--- config.mk ---
export PLATFORM = sky130hd
export DESIGN_NAME = uart_rx_frame_fifo
export DESIGN_NICKNAME = d
export VERILOG_FILES = /design/src/rtl/uart_rx_frame_fifo.sv
export SDC_FILE = /design/constraint.sdc
export NUM_CORES = 1
export LEC_CHECK = 0
export CORE_MARGIN = 1.5
export CORE_UTILIZATION = 59
export DETAILED_ROUTE_END_ITERATION = 8
export GPL_ROUTABILITY_DRIVEN = 0
export GPL_TIMING_DRIVEN = 0
export HOLD_SLACK_MARGIN = 0.03
export PLACE_DENSITY = 0.9
export SYNTH_ARGS = -nofsm -noshare
export SYNTH_HDL_FRONTEND = slang
export SYNTH_SLANG_ARGS = --single-unit
--- constraint.sdc ---
create_clock -name clk -period 2.85 [get_ports clk]
set_input_delay 0.855 -clock clk [delete_from_list [all_inputs] [get_ports clk]]
set_output_delay 0.855 -clock clk [all_outputs]
set_load 0.1 [all_outputs]
--- src/rtl/uart_rx_frame_fifo.sv ---
// UART x16 oversampled receiver feeding a show-ahead frame FIFO.
// Optional error counter output enabled by UART_RX_ERR_CNT_EN.
module uart_rx_frame_fifo #(
  parameter int OVS_DIV    = 27,
  parameter int DATA_BITS  = 8,
  parameter int PARITY     = 0,
  parameter int STOP_BITS  = 1,
  parameter int FIFO_DEPTH = 4
) (
  input  logic                          clk,
  input  logic                          rst,
  input  logic                          rx,
  output logic [DATA_BITS-1:0]          frame_data,
  output logic [1:0]                    frame_err,
  output logic                          frame_valid,
  input  logic                          frame_ready,
  output logic [$clog2(FIFO_DEPTH):0]   fifo_count,
  output logic                          overrun,
  input  logic                          clr_ovr
`ifdef UART_RX_ERR_CNT_EN
  ,
  output logic [7:0]                    err_cnt
`endif
);

  localparam int AW = $clog2(FIFO_DEPTH);
  localparam int CW = AW + 1;
  localparam int EW = DATA_BITS + 2;
  localparam int DW = (OVS_DIV > 1) ? $clog2(OVS_DIV) : 1;

  if (DATA_BITS < 5 || DATA_BITS > 9) begin : g_bad_bits
    $error("DATA_BITS out of range");
  end
  if (PARITY < 0 || PARITY > 2) begin : g_bad_par
    $error("PARITY must be 0, 1 or 2");
  end
  if (STOP_BITS < 1 || STOP_BITS > 2) begin : g_bad_stop
    $error("STOP_BITS must be 1 or 2");
  end
  if (FIFO_DEPTH < 2 ||
      (FIFO_DEPTH & (FIFO_DEPTH - 1)) != 0) begin : g_bad_depth
    $error("FIFO_DEPTH must be a power of 2, >= 2");
  end

  typedef enum logic [2:0] {
    S_IDLE,
    S_START,
    S_DATA,
    S_PAR,
    S_STOP,
    S_PUSH
  } state_t;

  state_t               state_q;
  state_t               state_d;

  logic                 rx_s1;
  logic                 rx_s2;
  logic                 rx_prev;
  logic [1:0]           fill;
  logic                 armed;
  logic                 start_edge;

  logic [DW-1:0]        div_cnt;
  logic                 tick;
  logic [3:0]           tick_cnt;
  logic [3:0]           bit_cnt;
  logic                 mid_tick;
  logic                 bit_tick;
  logic                 last_bit;

  logic [DATA_BITS-1:0] shreg;
  logic                 par_err;
  logic                 fr_err;

  logic [EW-1:0]        mem [FIFO_DEPTH];
  logic [AW-1:0]        wr_ptr;
  logic [AW-1:0]        rd_ptr;
  logic [EW-1:0]        head;
  logic                 push;
  logic                 pop;
  logic                 full;
  logic                 wr_en;
  logic                 drop;

  // Synchronise rx; arm edge detection only after a real high is seen
  always_ff @(posedge clk or negedge rst) begin
    if (!rst) begin
      rx_s1   <= 1'b1;
      rx_s2   <= 1'b1;
      rx_prev <= 1'b1;
      fill    <= 2'b00;
      armed   <= 1'b0;
    end else begin
      rx_s1   <= rx;
      rx_s2   <= rx_s1;
      rx_prev <= rx_s2;
      fill    <= {fill[0], 1'b1};
      if (fill[1] && rx_s2)
        armed <= 1'b1;
    end
  end

  assign start_edge = armed & rx_prev & ~rx_s2;

  // Free-running oversample tick divider
  always_ff @(posedge clk or negedge rst) begin
    if (!rst)
      div_cnt <= '0;
    else if (div_cnt == DW'(OVS_DIV - 1))
      div_cnt <= '0;
    else
      div_cnt <= div_cnt + 1'b1;
  end

  assign tick     = (div_cnt == DW'(OVS_DIV - 1));
  assign mid_tick = tick && (tick_cnt == 4'd7);
  assign bit_tick = tick && (tick_cnt == 4'd15);
  assign last_bit = (bit_cnt == 4'(DATA_BITS - 1));

  // Receiver state register
  always_ff @(posedge clk or negedge rst) begin
    if (!rst)
      state_q <= S_IDLE;
    else
      state_q <= state_d;
  end

  // Receiver next-state logic
  always_comb begin
    state_d = state_q;
    unique case (state_q)
      S_IDLE: begin
        if (start_edge)
          state_d = S_START;
      end
      S_START: begin
        if (mid_tick)
          state_d = rx_s2 ? S_IDLE : S_DATA;
      end
      S_DATA: begin
        if (bit_tick && last_bit)
          state_d = (PARITY != 0) ? S_PAR : S_STOP;
      end
      S_PAR: begin
        if (bit_tick)
          state_d = S_STOP;
      end
      S_STOP: begin
        if (bit_tick)
          state_d = S_PUSH;
      end
      S_PUSH: begin
        state_d = S_IDLE;
      end
      default: begin
        state_d = S_IDLE;
      end
    endcase
  end

  // Tick/bit counters, data shifter and error capture
  always_ff @(posedge clk or negedge rst) begin
    if (!rst) begin
      tick_cnt <= '0;
      bit_cnt  <= '0;
      shreg    <= '0;
      par_err  <= 1'b0;
      fr_err   <= 1'b0;
    end else begin
      unique case (state_q)
        S_IDLE: begin
          tick_cnt <= '0;
          bit_cnt  <= '0;
          par_err  <= 1'b0;
        end
        S_START: begin
          if (mid_tick)
            tick_cnt <= '0;
          else if (tick)
            tick_cnt <= tick_cnt + 4'd1;
        end
        S_DATA: begin
          if (tick)
            tick_cnt <= tick_cnt + 4'd1;
          if (bit_tick) begin
            shreg   <= {rx_s2, shreg[DATA_BITS-1:1]};
            bit_cnt <= bit_cnt + 4'd1;
          end
        end
        S_PAR: begin
          if (tick)
            tick_cnt <= tick_cnt + 4'd1;
          if (bit_tick) begin
            if (PARITY == 1)
              par_err <= ~(^{shreg, rx_s2});
            else
              par_err <= ^{shreg, rx_s2};
          end
        end
        S_STOP: begin
          if (tick)
            tick_cnt <= tick_cnt + 4'd1;
          if (bit_tick)
            fr_err <= ~rx_s2;
        end
        default: begin
        end
      endcase
    end
  end

  assign push  = (state_q == S_PUSH);
  assign full  = (fifo_count == CW'(FIFO_DEPTH));
  assign pop   = frame_valid & frame_ready;
  assign wr_en = push & (~full | pop);
  assign drop  = push & full & ~pop;

  // Frame FIFO storage, pointers and occupancy
  always_ff @(posedge clk or negedge rst) begin
    if (!rst) begin
      for (int i = 0; i < FIFO_DEPTH; i++)
        mem[i] <= '0;
      wr_ptr     <= '0;
      rd_ptr     <= '0;
      fifo_count <= '0;
    end else begin
      if (wr_en) begin
        mem[wr_ptr] <= {par_err, fr_err, shreg};
        wr_ptr      <= wr_ptr + 1'b1;
      end
      if (pop)
        rd_ptr <= rd_ptr + 1'b1;
      if (wr_en && !pop)
        fifo_count <= fifo_count + 1'b1;
      else if (!wr_en && pop)
        fifo_count <= fifo_count - 1'b1;
    end
  end

  assign head        = mem[rd_ptr];
  assign frame_data  = head[DATA_BITS-1:0];
  assign frame_err   = head[EW-1:DATA_BITS];
  assign frame_valid = (fifo_count != '0);

  // Sticky overrun; a drop in the same cycle beats the clear
  always_ff @(posedge clk or negedge rst) begin
    if (!rst)
      overrun <= 1'b0;
    else if (drop)
      overrun <= 1'b1;
    else if (clr_ovr)
      overrun <= 1'b0;
  end

`ifdef UART_RX_ERR_CNT_EN
  logic err_inc;

  assign err_inc = (wr_en & (par_err | fr_err)) | drop;

  // Saturating error counter; an increment beats the clear
  always_ff @(posedge clk or negedge rst) begin
    if (!rst)
      err_cnt <= '0;
    else if (err_inc) begin
      if (err_cnt != 8'hFF)
        err_cnt <= err_cnt + 8'd1;
    end else if (clr_ovr)
      err_cnt <= '0;
  end
`endif

endmodule
==> reports/metrics.csv <==
metric,value,unit
outcome,finished clean,
Clock Pin Slew Worst Setup and Hold Paths,0.08,ns
total power per unit cell area,639.8,nW/um^2
Crit Path Class,reg2out,
first-pass GRT wire length,10980,um
DIE HEIGHT,82.56,um
number of flops mapped to enable cells by yosys,0,
HPWL after detailed placement,4324,um
share of flip-flops with an asynchronous set or reset after synthesis,1.000,
number of cells on the worst hold path,0,
register bit total from synthesis,80,
Max Slew Vio Count,0,
maximum number of pins on one net before global-route repair,49,
setup clock skew after layout,0.01158,ns
leakage power of the design,0.002045,uW
total detailed-routing wirelength,6550,um
kind of end point of the critical path,primary output,
portion of the clock cycle consumed by the worst path in the final layout,0.9774,
most common flop cell mapped by yosys,dfrtp_1,
crit path buf inv count,1,
buffers added on ports,19,
IO Count,20,
die span in x,82.56,um
cell row count,28,
largest area contributor in the netlist,dfrtp_1,
wire per inst,17.10,um
full die area,6816,um^2
count of cells along the worst register-to-register path,8,
clock tree from TritonCTS,built,
number of warning messages in the yosys log,0,
share of layout cells above drive strength 1,0.3344,
remaining max-slew budget at the tightest pin,0.3520,
transition time of the tightest slew-check pin,0.9690,ns
post-synthesis sequential area ratio,0.5370,
CP Launch Type,flip-flop,
count of cell types in the netlist,53,
total congestion overflow,0,
layout overhead on the synthesized area,12.70,%
Synth Instances,271,
critical path data arrival time,1.93,ns
critical-path cell list,clkdlybuf4s50_1,
Worst EP required,2.00,ns
Post-Syn Area per Cell,13.78,um^2
CTS Buffer Depth,2,
number of global-route vias before repair,2353,
clock insertion delay at the later pin of the skew report,0.35,ns
Final #Nets,318,
Total Routing Usage GR,0.2202,
number of endpoints with negative hold slack in the final report,0,
CP max FO,4,
cell at the root of the clock tree,clkbuf_8,
slowest library cell on the worst path,clkdlybuf4s50_1,
summed instance area of the synthesized netlist,3735,um^2
H-tree levels,3,
worst hold slack across all endpoints,0.3581,ns
Max-Cap Viols,0,
fill count,412,
shortest clock period the worst path allows after layout,2.785,ns
top cell type's share of synthesized area,0.5159,
count of cell instances traversed by the critical path,1,
Antenna diodes,0,
Num CTS Buffers,9,
number of nets produced by synthesis,286,
area of the placeable core,6026,um^2
number of DRC violations after detailed-routing iteration 0,76,
overall via count from detail_route,2256,
antenna violations before repair,0,
Synth area leaders,"dfrtp_1 (52%), mux2_2 (13%), mux4_2 (6.0%)",
Initial Util,0.6198,
setup violation total in the final timing report,0,
Overall Power,2693,uW
highest cell delay on the worst timing path,1.16,ns
Hold/Removal Path Class,reg2reg,
Vias per Instance,5.890,
clock sinks,80,
setup repair after global routing missed its margin,no,
Achievable Freq,359.0,MHz
maximum VDD drop,0.5146,mV
count of TritonRoute iterations in the first routing pass,4,
DRC viols,0,
"CP delay by family, top",buffers and inverters,
Routed Antenna Nets,0,
-- worst paths after layout --
kind,start,end,slack [ns]
worst max-delay path,fifo_count[2]$_DFFE_PN0P_,fifo_count[2],0.06
worst min-delay path,rx_s1$_DFF_PN1_,rx_s2$_DFF_PN1_,0.36
worst max register to register,fifo_count[0]$_DFFE_PN0P_,fifo_count[2]$_DFFE_PN0P_,0.66
worst min register to register,rx_s1$_DFF_PN1_,rx_s2$_DFF_PN1_,0.36
max in group asynchronous,rst,rx_s2$_DFF_PN1_,1.78
min in group asynchronous,rst,mem[30]$_DFFE_PN0P_,0.44
-- synthesized netlist by cell type (2+ instances only) --
| master | n |
|---|---|
| o22ai_1 | 3 |
| a21oi_1 | 3 |
| buf_2 | 4 |
| ha_1 | 9 |
| or3_1 | 3 |
| and2_1 | 4 |
| and3b_1 | 2 |
| a21boi_0 | 2 |
| dfrtp_1 | 77 |
| mux2_2 | 44 |
| nand2_4 | 4 |
| xor2_1 | 6 |
| a31oi_1 | 2 |
| inv_1 | 8 |
| xnor2_1 | 10 |
| mux2_4 | 4 |
| nand2_1 | 8 |
| o21ai_0 | 11 |
| nand3_1 | 8 |
| mux2i_1 | 2 |
| nor2_1 | 10 |
| clkbuf_1 | 5 |
| dfstp_2 | 3 |
| mux4_2 | 10 |
-- stage by stage --
stage                     instances  TNS [ns]  instance area, um^2    util  setup slack [ns]
after floorplan                 271         0                 3739       -           0.02382
after global placement          365   -141.40                 4023  0.6676            -1.759
after detailed placement        366    -3.943                 4048  0.6717           -0.4499
after CTS                       383  -0.08457                 4219  0.7002          -0.08457
after global routing            383         0                 4209  0.6985          0.005653
final                           383         0                 4209  0.6985           0.06451
-- placed cells by master (no fill, tap or decap), types with 4 or more instances in the layout --
master / instances
clkdlybuf4s50_1: 5
xnor2_1: 10
and2_1: 4
clkbuf_1: 5
ha_1: 9
clkbuf_8: 10
mux2_4: 4
o21ai_0: 11
mux2_2: 44
nand3_1: 8
buf_2: 11
buf_4: 4
inv_1: 8
nor2_1: 10
xor2_1: 6
nand2_1: 8
mux4_2: 10
dfrtp_1: 77
nand2_4: 4
-- cells by family after synthesis --
kind of cell,count (synthesis),share of synthesized area
other,1,0.001004
flip-flops,80,0.5370
XOR/XNOR,17,0.04355
AND/OR/NAND/NOR,52,0.09113
multiplexers,60,0.2144
buffers and inverters,19,0.02144
AO/OA/AOI/OAI,32,0.05595
adder cells (fa/ha/maj),10,0.03551
-- flip-flops by register name (all words and copies together) (netlist names), 2 cells and up --
register	count
fill	2
div_cnt	5
wr_ptr	2
fifo_count	3
rd_ptr	2
shreg	8
state_q	3
mem	40
tick_cnt	4
bit_cnt	4
-- where the power goes --
group	switching (uW)	total [uW]	internal (uW)
combinational	400	599	198
sequential	72.9	1260	1190
clock	406	833	427
total	879	2690	1810
-- timing repair --
action,in CTS,in global routing
hold buffers,0,0
endpoints found under the hold margin,0,0
buffers inserted,1,0
resized for setup,47,4
endpoints found under the setup margin,14,2
pin swaps,1,0
-- layer usage --
layer | up-vias | routed length (um) | track usage
li1 | 1044 | - | -
met1 | 1157 | 2911 | 0.2677
met2 | 37 | 3344 | 0.3756
met3 | 18 | 159 | 0.03956
met4 | 0 | 134 | 0.1100
met5 | - | 0 | 0
-- area by class of cell --
type                            count  area (um^2)  area share
Buffer                             11        53.80     0.01278
Clock buffer                       11        141.4     0.03359
Clock inverter                      5        56.30     0.01338
Inverter                            8        30.03    0.007134
Multi-Input combinational cell    172         1653      0.3927
Sequential cell                    80         2006      0.4765
Tap cell                           75        93.84     0.02229
Timing Repair Buffer               21        175.2     0.04162
Power figures use the tool's default switching activity.
